**src/rtl/pipe_pkg.sv**
```systemverilog
// Shared types and constants for pipeline stage registers.
// The state encoding and occupancy codes are used by the stage register and its bench.
package pipe_pkg;

  typedef enum logic [1:0] {
    EMPTY = 2'd0,
    FULL  = 2'd1,
    SKID  = 2'd2
  } pipe_state_e;

  localparam logic [1:0] OCC_EMPTY = 2'd0;
  localparam logic [1:0] OCC_ONE   = 2'd1;
  localparam logic [1:0] OCC_TWO   = 2'd2;

endpackage

```
**src/rtl/sat_counter.sv**
```systemverilog
// Saturating up-counter with synchronous active-high reset.
// Reusable for any performance-monitoring event count.
module sat_counter #(
  parameter int unsigned W = 16
) (
  input  logic         clk,
  input  logic         rst,
  input  logic         inc,
  output logic [W-1:0] count
);

  logic [W-1:0] count_q;

  always_ff @(posedge clk) begin
    if (rst) begin
      count_q <= '0;
    end else if (inc && (count_q != {W{1'b1}})) begin
      count_q <= count_q + W'(1);
    end
  end

  assign count = count_q;

endmodule

```
**src/rtl/pipe_stage_reg.sv**
```systemverilog
// Generic pipeline stage register with a two-entry skid buffer, flush/hold/bubble
// controls and a saturating bubble-cycle counter.
module pipe_stage_reg
  import pipe_pkg::*;
#(
  parameter int unsigned      WIDTH      = 32,
  parameter logic [WIDTH-1:0] BUBBLE_VAL = '0,
  parameter int unsigned      CNT_W      = 16
) (
  input  logic             clk,
  input  logic             rst,
  input  logic             in_valid,
  output logic             in_ready,
  input  logic [WIDTH-1:0] in_data,
  output logic             out_valid,
  input  logic             out_ready,
  output logic [WIDTH-1:0] out_data,
  input  logic             flush,
  input  logic             hold,
  input  logic             bubble,
  output logic [1:0]       occupancy,
  output logic [CNT_W-1:0] bubble_cnt
);

  pipe_state_e      state_q;
  logic [WIDTH-1:0] main_q;
  logic [WIDTH-1:0] skid_q;
  logic [1:0]       occ_q;
  logic             in_fire;
  logic             out_fire;

  // in_ready looks only at state and controls, never at out_ready, so the
  // skid entry is what absorbs a downstream stall.
  assign in_ready  = !flush && !hold && !bubble && (state_q != SKID);
  assign out_valid = !flush && !hold && (state_q != EMPTY);
  assign in_fire   = in_valid && in_ready;
  assign out_fire  = out_valid && out_ready;

  // NOTE: all state uses non-blocking assignments so every register samples
  // pre-edge values; blocking here would let main_q see a freshly written skid_q.
  always_ff @(posedge clk) begin
    if (rst) begin
      state_q <= EMPTY;
      main_q  <= BUBBLE_VAL;
      skid_q  <= BUBBLE_VAL;
      occ_q   <= OCC_EMPTY;
    end else if (flush) begin
      state_q <= EMPTY;
      main_q  <= BUBBLE_VAL;
      skid_q  <= BUBBLE_VAL;
      occ_q   <= OCC_EMPTY;
    end else if (!hold) begin
      case (state_q)
        EMPTY: begin
          if (in_fire) begin
            state_q <= FULL;
            main_q  <= in_data;
            occ_q   <= OCC_ONE;
          end
        end
        FULL: begin
          if (in_fire && out_fire) begin
            main_q <= in_data;
          end else if (out_fire) begin
            state_q <= EMPTY;
            main_q  <= BUBBLE_VAL;
            occ_q   <= OCC_EMPTY;
          end else if (in_fire) begin
            state_q <= SKID;
            skid_q  <= in_data;
            occ_q   <= OCC_TWO;
          end
        end
        SKID: begin
          // main always holds the oldest entry, so the skid entry moves up.
          if (out_fire) begin
            state_q <= FULL;
            main_q  <= skid_q;
            skid_q  <= BUBBLE_VAL;
            occ_q   <= OCC_ONE;
          end
        end
        default: begin
          state_q <= EMPTY;
          main_q  <= BUBBLE_VAL;
          skid_q  <= BUBBLE_VAL;
          occ_q   <= OCC_EMPTY;
        end
      endcase
    end
  end

  assign out_data  = main_q;
  assign occupancy = occ_q;

  sat_counter #(
    .W (CNT_W)
  ) u_bubble_cnt (
    .clk   (clk),
    .rst   (rst),
    .inc   (bubble && !flush && !hold),
    .count (bubble_cnt)
  );

endmodule
```
**config.mk**
```make
export PLATFORM = sky130hd
export DESIGN_NAME = pipe_stage_reg
export DESIGN_NICKNAME = d
export VERILOG_FILES = /design/src/rtl/pipe_pkg.sv /design/src/rtl/sat_counter.sv /design/src/rtl/pipe_stage_reg.sv
export SDC_FILE = /design/constraint.sdc
export NUM_CORES = 1
export LEC_CHECK = 0
export ABC_AREA = 1
export BUFFER_PORTS_ARGS = -buffer_cell sky130_fd_sc_hd__clkbuf_2
export CAP_MARGIN = 10
export CORE_ASPECT_RATIO = 0.6
export CORE_MARGIN = 3
export CORE_UTILIZATION = 55
export CTS_BUF_LIST = sky130_fd_sc_hd__clkbuf_16
export DETAILED_ROUTE_END_ITERATION = 12
export PLACE_DENSITY = 0.8
export SYNTH_ARGS = -nofsm -noshare
export SYNTH_HDL_FRONTEND = slang
export SYNTH_SLANG_ARGS = --single-unit
export TNS_END_PERCENT = 1
```
**constraint.sdc**
```tcl
create_clock -name clk -period 1.6 [get_ports clk]
set_input_delay 0.24 -clock clk [delete_from_list [all_inputs] [get_ports clk]]
set_output_delay 0.24 -clock clk [all_outputs]
set_load 0.02 [all_outputs]
```
* Word level (Yosys, flattened, before mapping)
Index checks and enable logic that the tools add are counted. Widths: inputs -> output; s select.
Word-level totals: register bits after elaboration 82, input port bits 39, output and inout bits 52, logic and storage cells 51
Cells by class: $add $sub $neg 1, equal/unequal tests 11, multiplexer cells 14, bitwise gates (word level) 2, reduce and logical (&&, ||, !) cells 19
Operators with widths (count):
- $mux 32 | 6
- $pmux 32 s3 | 2
- $add 16x1->16 const B | 1
- $ne 16x16->1 const B | 1
- $ne 2x2->1 const B | 6
- $logic_and 1x1->1 | 10
- $mux 2 | 5
- $ne 3x3->1 const B | 2
- $pmux 2 s3 | 1
- $reduce_and 6->1 | 1
- $reduce_and 5->1 | 1
- $reduce_and 4->1 | 1
- $logic_not 1->1 | 3
- $eq 2x1->1 const B | 1
- $eq 2x2->1 const B | 1
- $logic_not 2->1 | 1
- $not 1->1 | 2
- $reduce_bool 2->1 | 1
- $reduce_or 2->1 | 1

* Longest topological paths before layout
Gate-level depths: netlist (run 1).
depth after elaboration 9, depth in mapped cells 10, depth with buffers taken out 9

* By module
From an unflattened synthesis (run 1), not the netlist that was laid out.
Unflattened totals: cells, all modules 718, area total of the unflattened synthesis 4384.2 um2
Modules (own cells, without submodules):
- pipe_stage_reg | times used 1, cells an instance 560, area each 3410.8 um2, sequential area each 1321.3 um2
- sat_counter | times used 1, cells an instance 158, area each 973.4 um2, sequential area each 320.3 um2

* Least setup slack after synthesis (run 1)
OpenSTA, ideal clock, no wires.
path kind register to register, from register, netlist name occupancy[0], to register skid_q[26], setup time 0.132 ns, arrival 1.589 ns, path slack -0.121 ns, stages on the path, launching flop included 11, period minus slack after synthesis 1.721 ns, path through dfxtp_1 -> inv_2 -> nand2_1 -> inv_2 -> nor2_2 -> nand3_1 -> nand2_1 -> nand2_1 -> buf_2 -> nand2_1 -> a21oi_1
RTL lines:
- end signal, assigned | RTL line pipe_stage_reg.sv:70 | skid_q <= in_data;
- end, declared | RTL line pipe_stage_reg.sv:27 | logic [WIDTH-1:0] skid_q;

==> results of run 1 <==
-- where the power goes --
| part | internal (mW) | total (mW) | switching (mW) |
|---|---|---|---|
| sequential | 2.05 | 2.06 | 0.00766 |
| combinational | 0.144 | 0.395 | 0.250 |
| clock | 1.18 | 1.98 | 0.803 |
-- sequential cells by signal, summed over array words and instances (netlist names) --
name,flops
out_data,32
skid_q,32
occupancy,2
u_bubble_cnt.count,16
-- layout make-up --
class                      count  share of cell area, %
timing repair buffer         132                   16.0
multi-input combinational    497                   41.1
clock inverter                 7                  0.973
inverter                      84                   5.75
tap                          104                   2.35
sequential                    82                   29.8
clock buffer                   9                   4.07
-- layer usage --
| metal | up-vias | track usage, % | routed length, um | part of all wire, % |
|---|---|---|---|---|
| met5 | - | 0 | 0 | 0 |
| met3 | 28 | 7.96 | 1610 | 12 |
| met1 | 2183 | 41.0 | 5690 | 43 |
| met4 | 0 | 8.54 | 215 | 1.6 |
| met2 | 312 | 42.3 | 5740 | 43 |
| li1 | 2389 | - | - | - |
-- cells by family after synthesis --
family / count (synthesis) / share of synthesized area, %
AND/OR/NAND/NOR: 370 / 35.3
buffers and inverters: 119 / 11.2
AO/OA/AOI/OAI: 117 / 13.6
flip-flops: 82 / 37.8
XOR/XNOR: 9 / 1.81
adder cells (fa/ha/maj): 1 / 0.288
-- stage by stage --
step                area (um2)  cells  power, mW
floorplan                 4350    698       2.32
global route              5530    915       4.61
detailed placement        5120    897       2.47
CTS                       5410    913       4.44
finish                    5530    915       4.43
global placement          5120    897       2.46
-- critical path, cell delays in order (launching register included) --
cell and delay (ps):
dfxtp_2 330, inv_2 110, nand2_2 100, inv_2 150
nor2_4 60, nand3_1 80, nand2_2 100, nand2_2 170
buf_12 170, nand2_1 80, a21oi_1 180
-- what timing repair did --
action                                  in CTS  in global routing
pin swaps                                    0                  2
endpoints found under the hold margin        0                  0
endpoints found under the setup margin       4                 76
cloned                                       0                  2
resized for setup                            1                 20
-- final timing paths --
path                                           startpoint                        end  slack (ps)
worst max-delay path            occupancy[0]$_SDFFE_PP0P_    skid_q[18]$_SDFFE_PP0P_         -20
worst min-delay path                                  rst  occupancy[1]$_SDFFE_PP0P_         230
worst max register to register  occupancy[0]$_SDFFE_PP0P_    skid_q[18]$_SDFFE_PP0P_         -20
worst min register to register  out_data[21]$_SDFFE_PP0P_  out_data[21]$_SDFFE_PP0P_         450
-- cell usage in the layout, fill, tap and decap left out, types with 2 or more instances in the layout --
cell type | netlist | routed
o21ai_0 | 36 | 36
nand4_4 | 0 | 2
nor2_2 | 5 | 6
buf_4 | 1 | 31
buf_12 | 0 | 5
buf_6 | 2 | 3
clkinv_1 | 0 | 2
inv_2 | 4 | 4
dfxtp_2 | 0 | 2
xor2_1 | 3 | 3
a21oi_1 | 79 | 78
nor2_1 | 55 | 53
nand2_1 | 250 | 245
nand2_4 | 1 | 2
nand3_1 | 47 | 47
nand4_1 | 3 | 3
nor2_4 | 2 | 3
clkbuf_2 | 0 | 90
nand2_2 | 1 | 5
a21oi_2 | 1 | 2
xnor2_1 | 6 | 6
clkbuf_16 | 0 | 11
dfxtp_1 | 82 | 79
inv_1 | 80 | 82
==> metrics.md, run 1 <==
| Metric | Value |
|---|---|
| Register Area | between 0.0015 and 0.002 mm2 |
| Width of the chip | roughly 120 um |
| Sum Neg Setup Slack | -17.8 ps |
| RSZ-0062 raised after global routing | yes |
| Clock Sinks | 82 |
| GP Congestion | around 1 |
| Async SR Flop Fraction | 0% |
| H-Tree Depth | 3 |
| Clk_skew | about 4.3 ps |
| Status | finished with violations |
| Final worst slack | -17.8 ps |
| Dpl hpwl | 8840 um |
| Nets@finish | between 800 and 900 |
| Worst-path fanout max | 16 |
| Dominant cells by area after synthesis | dfxtp_1 (38%), nand2_1 (22%), a21oi_1 (9.1%), inv_1 (6.9%), nand3_1 (5.4%) |
| Via density | roughly 5.4 |
| Cells on worst reg2reg path | 10 |
| Most common cell in the netlist | nand2_1 |
| Top cell type by total area after synthesis | dfxtp_1 |
| CTS Hold Bufs | 0 |
| Area Growth Syn to Fin | 27.2% |
| Row cnt | 24 |
| Setup Crit Path Kind | register to register |
| Worst VDD drop | ~0.56 mV |
| Core footprint | between 0.007 and 0.008 mm2 |
| Synthesis Warnings | 0 |
| Per-cell routed wire length | ~14 um |
| Syn Inst Count | around 700 |
| CP Launch Type | register |
| F_max | ~620 MHz |
| Slew headroom | 74.2% |
| Maximum root-to-sink buffer count | 2 |
| Diodes inserted | 0 |
| Tot GR Track Use | 28.6% |
| Post-synth top cells | nand2_1 (250), dfxtp_1 (82), inv_1 (80) |
| Largest net degree at the start of global routing | 53 |
| Die ar. | around 0.009 mm2 |
| Yosys reg bits | 82 |
| Worst-skew pair later-pin latency | ~340 ps |
| Share of layout cells above drive strength 1 | between 20% and 30% |
| Ports | 91 |
| Clock slew at reported path FFs | roughly 60 ps |
| Post-detailed-routing wire length | around 13000 um |
| CTS tree | yes |
| CTS buffer count | 9 |
| Die span in y | 74.9 um |
| Fillers | between 600 and 700 |
| Post-synth top area share | ~38% |
| Worst EP required | roughly 1900 ps |
| Setup violators final | 1 |
| Hold path cells | 4 |
| Antenna violations before repair | 0 |
| Pre-antenna DRT Iters | 5 |
| EDFF count, synth | 0 |
| Syn Area/Cell | roughly 6.2 um2 |
| 1st-iter DRT viols | around 670 |
| WHS | 226 ps |
| CP Capture Type | register |
| Final ANT Viol Nets | 0 |
| PwrDens | 802 mW/mm2 |
| Starting density of the core | around three fifths |
| Hold Crit Class | input pin to register |
| # port buffers | 90 |
| Syn nets | approximately 740 |
| Max Slew Vio Count | 0 |
| Synth Cell Area | 0.00435 mm2 |
| Layout Utilization | roughly three quarters |
| Final period utilization | 101% |
| Post-CTS Setup Repair Bufs | 0 |
| Multi-input logic area | about 0.0023 mm2 |
| First-pass GRT wire length | around 21000 um |
| GR Overflow Total | 0 |
| Commonest register cell after synthesis | dfxtp_1 |
| Root Driver | clkbuf_16 |
| Max-Cap Viols | 0 |
| Pre-CTS WS | -10.4 ps |
| DRC | 0 |
| Fin crit period | 1620 ps |
| CP Data Arrival Time | 1870 ps |
| Actual slew at the worst max-slew pin | 387 ps |
| Synth unique cells | 26 |
| Final hold vios | 0 |
| Via Count | around 4900 |
| Vias in the first global route | 4253 |
| Failing checks | setup timing |
| Leak | 2.48 nW |
| Seq/Total Area, Yosys | between 30% and 40% |
(Power assumes the default switching activity.)
==> run 2: changes to the inputs <==
--- a/config.mk
+++ b/config.mk
@@ -9,7 +9,7 @@
 export BUFFER_PORTS_ARGS = -buffer_cell sky130_fd_sc_hd__clkbuf_2
 export CAP_MARGIN = 10
 export CORE_ASPECT_RATIO = 0.6
-export CORE_MARGIN = 3
+export CORE_MARGIN = 2
 export CORE_UTILIZATION = 55
 export CTS_BUF_LIST = sky130_fd_sc_hd__clkbuf_16
 export DETAILED_ROUTE_END_ITERATION = 12
==> constraint.sdc (replaced) <==
create_clock -name clk -period 1.6 [get_ports clk]
set_input_delay 0.32 -clock clk [delete_from_list [all_inputs] [get_ports clk]]
set_output_delay 0.32 -clock clk [all_outputs]
set_load 0.02 [all_outputs]
==> run 2 against run 1 <==
- the flow still finishes with violations (setup timing)
- largest cell class unchanged
- register-to-register slack improved by 20 ps
- utilization fell by 3.4 points
- flip-flop and latch count stayed put
==> metrics.md, run 2 (synthesized netlist as in run 1, its figures left out) <==
| Metric | Value |
|---|---|
| Status | finished with violations |
| Failing checks | setup timing |
| Slew headroom | around 70% |
| Worst VDD drop | about 0.5 mV |
| Pre-CTS WS | -47.0 ps |
| Via density | between 5 and 6 |
| Worst-skew pair later-pin latency | between 300 and 400 ps |
| PwrDens | 769 mW/mm2 |
| Register Area | ~0.0016 mm2 |
| CTS tree | yes |
| Hold Path Origin | rst |
| Reg2reg start | occupancy[1]$_SDFFE_PP0P_ |
| Via Count | ~4900 |
| Core footprint | 0.00776 mm2 |
| Worst-path fanout max | 5 |
| Hold Crit Class | input pin to register |
| Actual slew at the worst max-slew pin | 462 ps |
| Die span in y | ~73 um |
| Vias in the first global route | approximately 4200 |
| WHS | 314 ps |
| H-Tree Depth | 3 |
| Clock Sinks | between 80 and 90 |
| Commonest non-fill, non-tap cell in the layout | nand2_1 |
| First-pass GRT wire length | 20400 um |
| Fillers | 667 |
| Multi-input logic area | about 0.0023 mm2 |
| Share of layout cells above drive strength 1 | 21.2% |
| Ports | 91 |
| Commonest non-fill, non-tap cells in the layout | nand2_1 (245), clkbuf_2 (89), inv_1 (82) |
| Leak | around 2.5 nW |
| FF-to-FF setup slack | 0 ps |
| Root Driver | clkbuf_16 |
| Per-cell routed wire length | 14.4 um |
| RSZ-0062 raised after global routing | yes |
| 1st-iter DRT viols | just over 500 |
| Post-CTS Setup Repair Bufs | 0 |
| CP Launch Type | register |
| F_max | between 600 and 700 MHz |
| Tot GR Track Use | between 20% and 30% |
| Max Slew Vio Count | 0 |
| Starting density of the core | approximately 56% |
| Power Total | ~4.2 mW |
| Final worst slack | -10.0 ps |
| Setup Crit Path Kind | register to output port |
| GP Congestion | around 0.96 |
| CTS buffer count | 9 |
| Reg2reg end | skid_q[13]$_SDFFE_PP0P_ |
| Dpl hpwl | about 8800 um |
| Post-detailed-routing wire length | 13200 um |
| # port buffers | 90 |
| Worst Hold End | occupancy[1]$_SDFFE_PP0P_ |
| Setup violators final | 2 |
| Diodes inserted | 0 |
| Pre-antenna DRT Iters | 5 |
| Fin crit period | roughly 1600 ps |
| Antenna violations before repair | 0 |
| Final hold vios | 0 |
| Maximum root-to-sink buffer count | 2 |
| CTS Hold Bufs | 0 |
| Clk_skew | 7.82 ps |
| Nets@finish | between 800 and 900 |
| Worst EP required | 1280 ps |
| Width of the chip | roughly 120 um |
| CP Capture Type | output port |
| Die ar. | roughly 0.0087 mm2 |
| Largest net degree at the start of global routing | 44 |
| Final ANT Viol Nets | 0 |
| Area Growth Syn to Fin | 26.5% |
| GR Overflow Total | 0 |
| Cells on worst reg2reg path | 9 |
| DRC | 0 |
| Hold path cells | 4 |
| Clock slew at reported path FFs | around 50 ps |
| Max-Cap Viols | 0 |
| Final period utilization | 101% |
| CP Data Arrival Time | between 1000 and 1500 ps |
| Row cnt | 25 |
==> run 2: cell types whose count changed in the layout (fill, tap and decap cells not counted), moves of 2 or more <==
cell / change
buf_12: +3
dfxtp_2: +2
a21oi_2: -2
clkinv_1: -2
buf_6: -2
nand4_4: -2
nand4_2: +2
==> run 2: final cells by class <==
class	count	share of cell area, %
Multi-Input combinational cell	497	41.0
Sequential cell	82	29.9
Timing Repair Buffer	131	16.4
Inverter	84	5.83
Clock buffer	9	4.10
Tap cell	108	2.46
Clock inverter	4	0.296
==> run 2: worst max-delay path by stage <==
stage / slack [ps] / endpoint / from / cells past startpoint
final: -10 / out_valid / occupancy[1]$_SDFFE_PP0P_ / 5
after global routing: -70 / out_data[2]$_SDFFE_PP0P_ / occupancy[0]$_SDFFE_PP0P_ / 8
after CTS: -4 / in_ready / occupancy[0]$_SDFFE_PP0P_ / 5
after detailed placement: -50 / out_data[1]$_SDFFE_PP0P_ / flush / 9
after global placement: 30 / out_data[1]$_SDFFE_PP0P_ / flush / 9
after floorplan: -30 / u_bubble_cnt.count[6]$_SDFFE_PP0P_ / u_bubble_cnt.count[1]$_SDFFE_PP0P_ / 8
==> run 2: stage by stage <==
| stage | utilization, % | setup TNS, ps | area [um2] | cells |
|---|---|---|---|---|
| floorplan | - | -341 | 4350 | 698 |
| CTS | 69.8 | -4.49 | 5420 | 913 |
| global route | 70.9 | -1350 | 5500 | 915 |
| global placement | 66.6 | 0 | 5170 | 900 |
| detailed placement | 66.6 | -240 | 5170 | 900 |
| finish | 70.9 | -14.6 | 5500 | 915 |
==> run 2: what timing repair did <==
action                                  in CTS  in global routing
resized for setup                            4                 11
endpoints found under the setup margin      29                 76
gates cloned                                 0                  2
endpoints found under the hold margin        0                  0
==> run 2: routing by layer <==
layer / up-vias / share of wire [%] / track usage (%)
met5: - / 0 / 0
met4: 0 / 1.4 / 10.2
met2: 259 / 43 / 44.7
met1: 2223 / 46 / 42.6
li1: 2384 / - / -
met3: 24 / 9.6 / 6.88
==> run 2: power breakdown <==
part           leakage, nW  internal (mW)  total (mW)  switching [mW]
logic                 1.67          0.144       0.391           0.247
registers            0.663           2.05        2.06         0.00720
clock network        0.131           1.00        1.78           0.774
==> run 2: worst max-delay path, stage by stage, from the launching register on <==
cell and delay (ps):
dfxtp_2 390, inv_2 70, nand2_4 100, inv_1 80
nor2_1 120, clkbuf_2 190
==> run 3: changes to the inputs <==
--- a/config.mk
+++ b/config.mk
@@ -14,6 +14,7 @@
 export CTS_BUF_LIST = sky130_fd_sc_hd__clkbuf_16
 export DETAILED_ROUTE_END_ITERATION = 12
 export PLACE_DENSITY = 0.8
+export SETUP_SLACK_MARGIN = 0.15
 export SYNTH_ARGS = -nofsm -noshare
 export SYNTH_HDL_FRONTEND = slang
 export SYNTH_SLANG_ARGS = --single-unit
==> run 3 against run 2 <==
- the flow now finishes without violations
- worst setup slack improved by 29 ps
- first-iteration DRC count increased by 31%
- wire length grew 5.8%
- critical path type is now register to register
- critical endpoint is now out_data[23]$_SDFFE_PP0P_
- largest power group is now the clock network
==> metrics.md, run 3 (synthesized netlist as in run 1, its figures left out) <==
| Metric | Value |
|---|---|
| Status | finished, final reports clean |
| Clk_skew | 5.79 ps |
| Area Growth Syn to Fin | 34.3% |
| Width of the chip | 119 um |
| PwrDens | ~800 mW/mm2 |
| Layout Utilization | between 70% and 80% |
| H-Tree Depth | 3 |
| Row cnt | 25 |
| Worst-path fanout max | 6 |
| WHS | between 300 and 400 ps |
| Per-cell routed wire length | 15.2 um |
| Clock Sinks | 82 |
| CP Cell Sequence | inv_4 -> nand2_4 -> nand3_4 -> nand2_4 -> nand2_4 -> nor2_4 -> clkbuf_16 -> nand2_1 -> a21oi_1 |
| Pre-CTS WS | -64.6 ps |
| Largest net degree at the start of global routing | 65 |
| Setup Crit Path Kind | register to register |
| Fin crit period | between 1500 and 2000 ps |
| Starting density of the core | 56.0% |
| Die ar. | between 0.008 and 0.009 mm2 |
| Worst VDD drop | roughly 0.66 mV |
| Nets@finish | 847 |
| Vias in the first global route | ~4600 |
| Via density | between 5 and 6 |
| Commonest non-fill, non-tap cell in the layout | nand2_1 |
| Final worst slack | approximately 19 ps |
| Die span in y | ~73 um |
| CP Capture Type | register |
| Root Driver | clkbuf_16 |
| CP Data Arrival Time | 1850 ps |
| Slew headroom | roughly 76% |
| Maximum root-to-sink buffer count | 2 |
| Multi-input logic area | 0.00244 mm2 |
| GP Congestion | 0.898 |
| First-pass GRT wire length | roughly 21000 um |
| Max Slew Vio Count | 0 |
| Slowest stage cell, crit path | dfxtp_4 |
| Final hold vios | 0 |
| CP Launch Type | register |
| Final period utilization | between 90% and 100% |
| Antenna violations before repair | 0 |
| Leak | 2.56 nW |
| Post-detailed-routing wire length | 14000 um |
| RSZ-0062 raised after global routing | yes |
| # port buffers | 90 |
| GR Overflow Total | 0 |
| Dpl hpwl | just under 9000 um |
| Tot GR Track Use | 30.3% |
| F_max | ~630 MHz |
| Setup violators final | 0 |
| Actual slew at the worst max-slew pin | 353 ps |
| Sum Neg Setup Slack | 0 ps |
| Clock slew at reported path FFs | about 60 ps |
| Share of layout cells above drive strength 1 | a little over a quarter |
| Core footprint | 0.00776 mm2 |
| Power Total | 4.67 mW |
| Commonest non-fill, non-tap cells in the layout | nand2_1 (234), clkbuf_2 (88), inv_1 (78) |
| CTS tree | yes |
| Register Area | between 0.0015 and 0.002 mm2 |
| Fillers | 601 |
| 1st-iter DRT viols | ~670 |
| Highest cell delay on the worst timing path | between 300 and 400 ps |
| Max-Cap Viols | 0 |
| Final ANT Viol Nets | 0 |
| DRC | 0 |
| Most frequent CP cell | nand2_4 |
| CTS buffer count | 9 |
| Pre-antenna DRT Iters | 6 |
| Ports | 91 |
| Worst EP required | 1870 ps |
| Hold Crit Class | input pin to register |
| Via Count | between 5000 and 6000 |
| Diodes inserted | 0 |
| Worst-skew pair later-pin latency | about 340 ps |
run 3: critical path: cells and delay by family (launching register included):
family | cells | cell delay (ps)
AOI/OAI and AO/OA | 1 | 120
buffers and inverters | 2 | 270
DFF | 1 | 370
and+or+nand+nor | 6 | 750
run 3: what timing repair did:
item | in CTS | in global routing
hold endpoints to repair | 0 | 0
hold buffers | 0 | 0
endpoints found under the setup margin | 64 | 82
buffers inserted | 2 | 3
gates resized for setup | 9 | 68
pin swaps | 2 | 18
cloned | 0 | 1
run 3: path summary, 6_finish.rpt:
kind	from	slack (ps)	to	depth (start not counted)
max	occupancy[0]$_SDFFE_PP0P_	20	out_data[23]$_SDFFE_PP0P_	9
min	in_data[5]	330	skid_q[5]$_SDFFE_PP0P_	5
max reg2reg	occupancy[0]$_SDFFE_PP0P_	20	out_data[23]$_SDFFE_PP0P_	9
min reg2reg	out_data[20]$_SDFFE_PP0P_	450	out_data[20]$_SDFFE_PP0P_	2
run 3: area by class of cell:
cell class	instances	share of cell area (%)
well taps	108	2.32
flip-flops and latches	82	28.5
inverters	84	5.66
clock inverters	7	1.44
repair buffers	133	16.3
clock buffers	9	3.86
multi-input cells	497	41.9
run 3: per-layer routing:
layer,up-vias,track usage (%),wire (um)
met1,2325,40.1,5940
li1,2403,-,-
met5,-,0,0
met2,308,48.8,6450
met4,0,9.79,263
met3,41,8.05,1340
run 3: where the power goes:
group	switching, mW	internal (mW)	total (mW)
registers	0.0103	2.05	2.06
logic	0.269	0.158	0.426
clock network	0.832	1.35	2.18
total	1.11	3.56	4.67
run 3: metrics by stage:
stage / instance area, um2 / std cells
2_1_floorplan: 4390 / 698
3_3_place_gp: 5190 / 898
3_5_place_dp: 5190 / 898
4_1_cts: 5540 / 916
5_1_grt: 5830 / 920
6_report: 5830 / 920
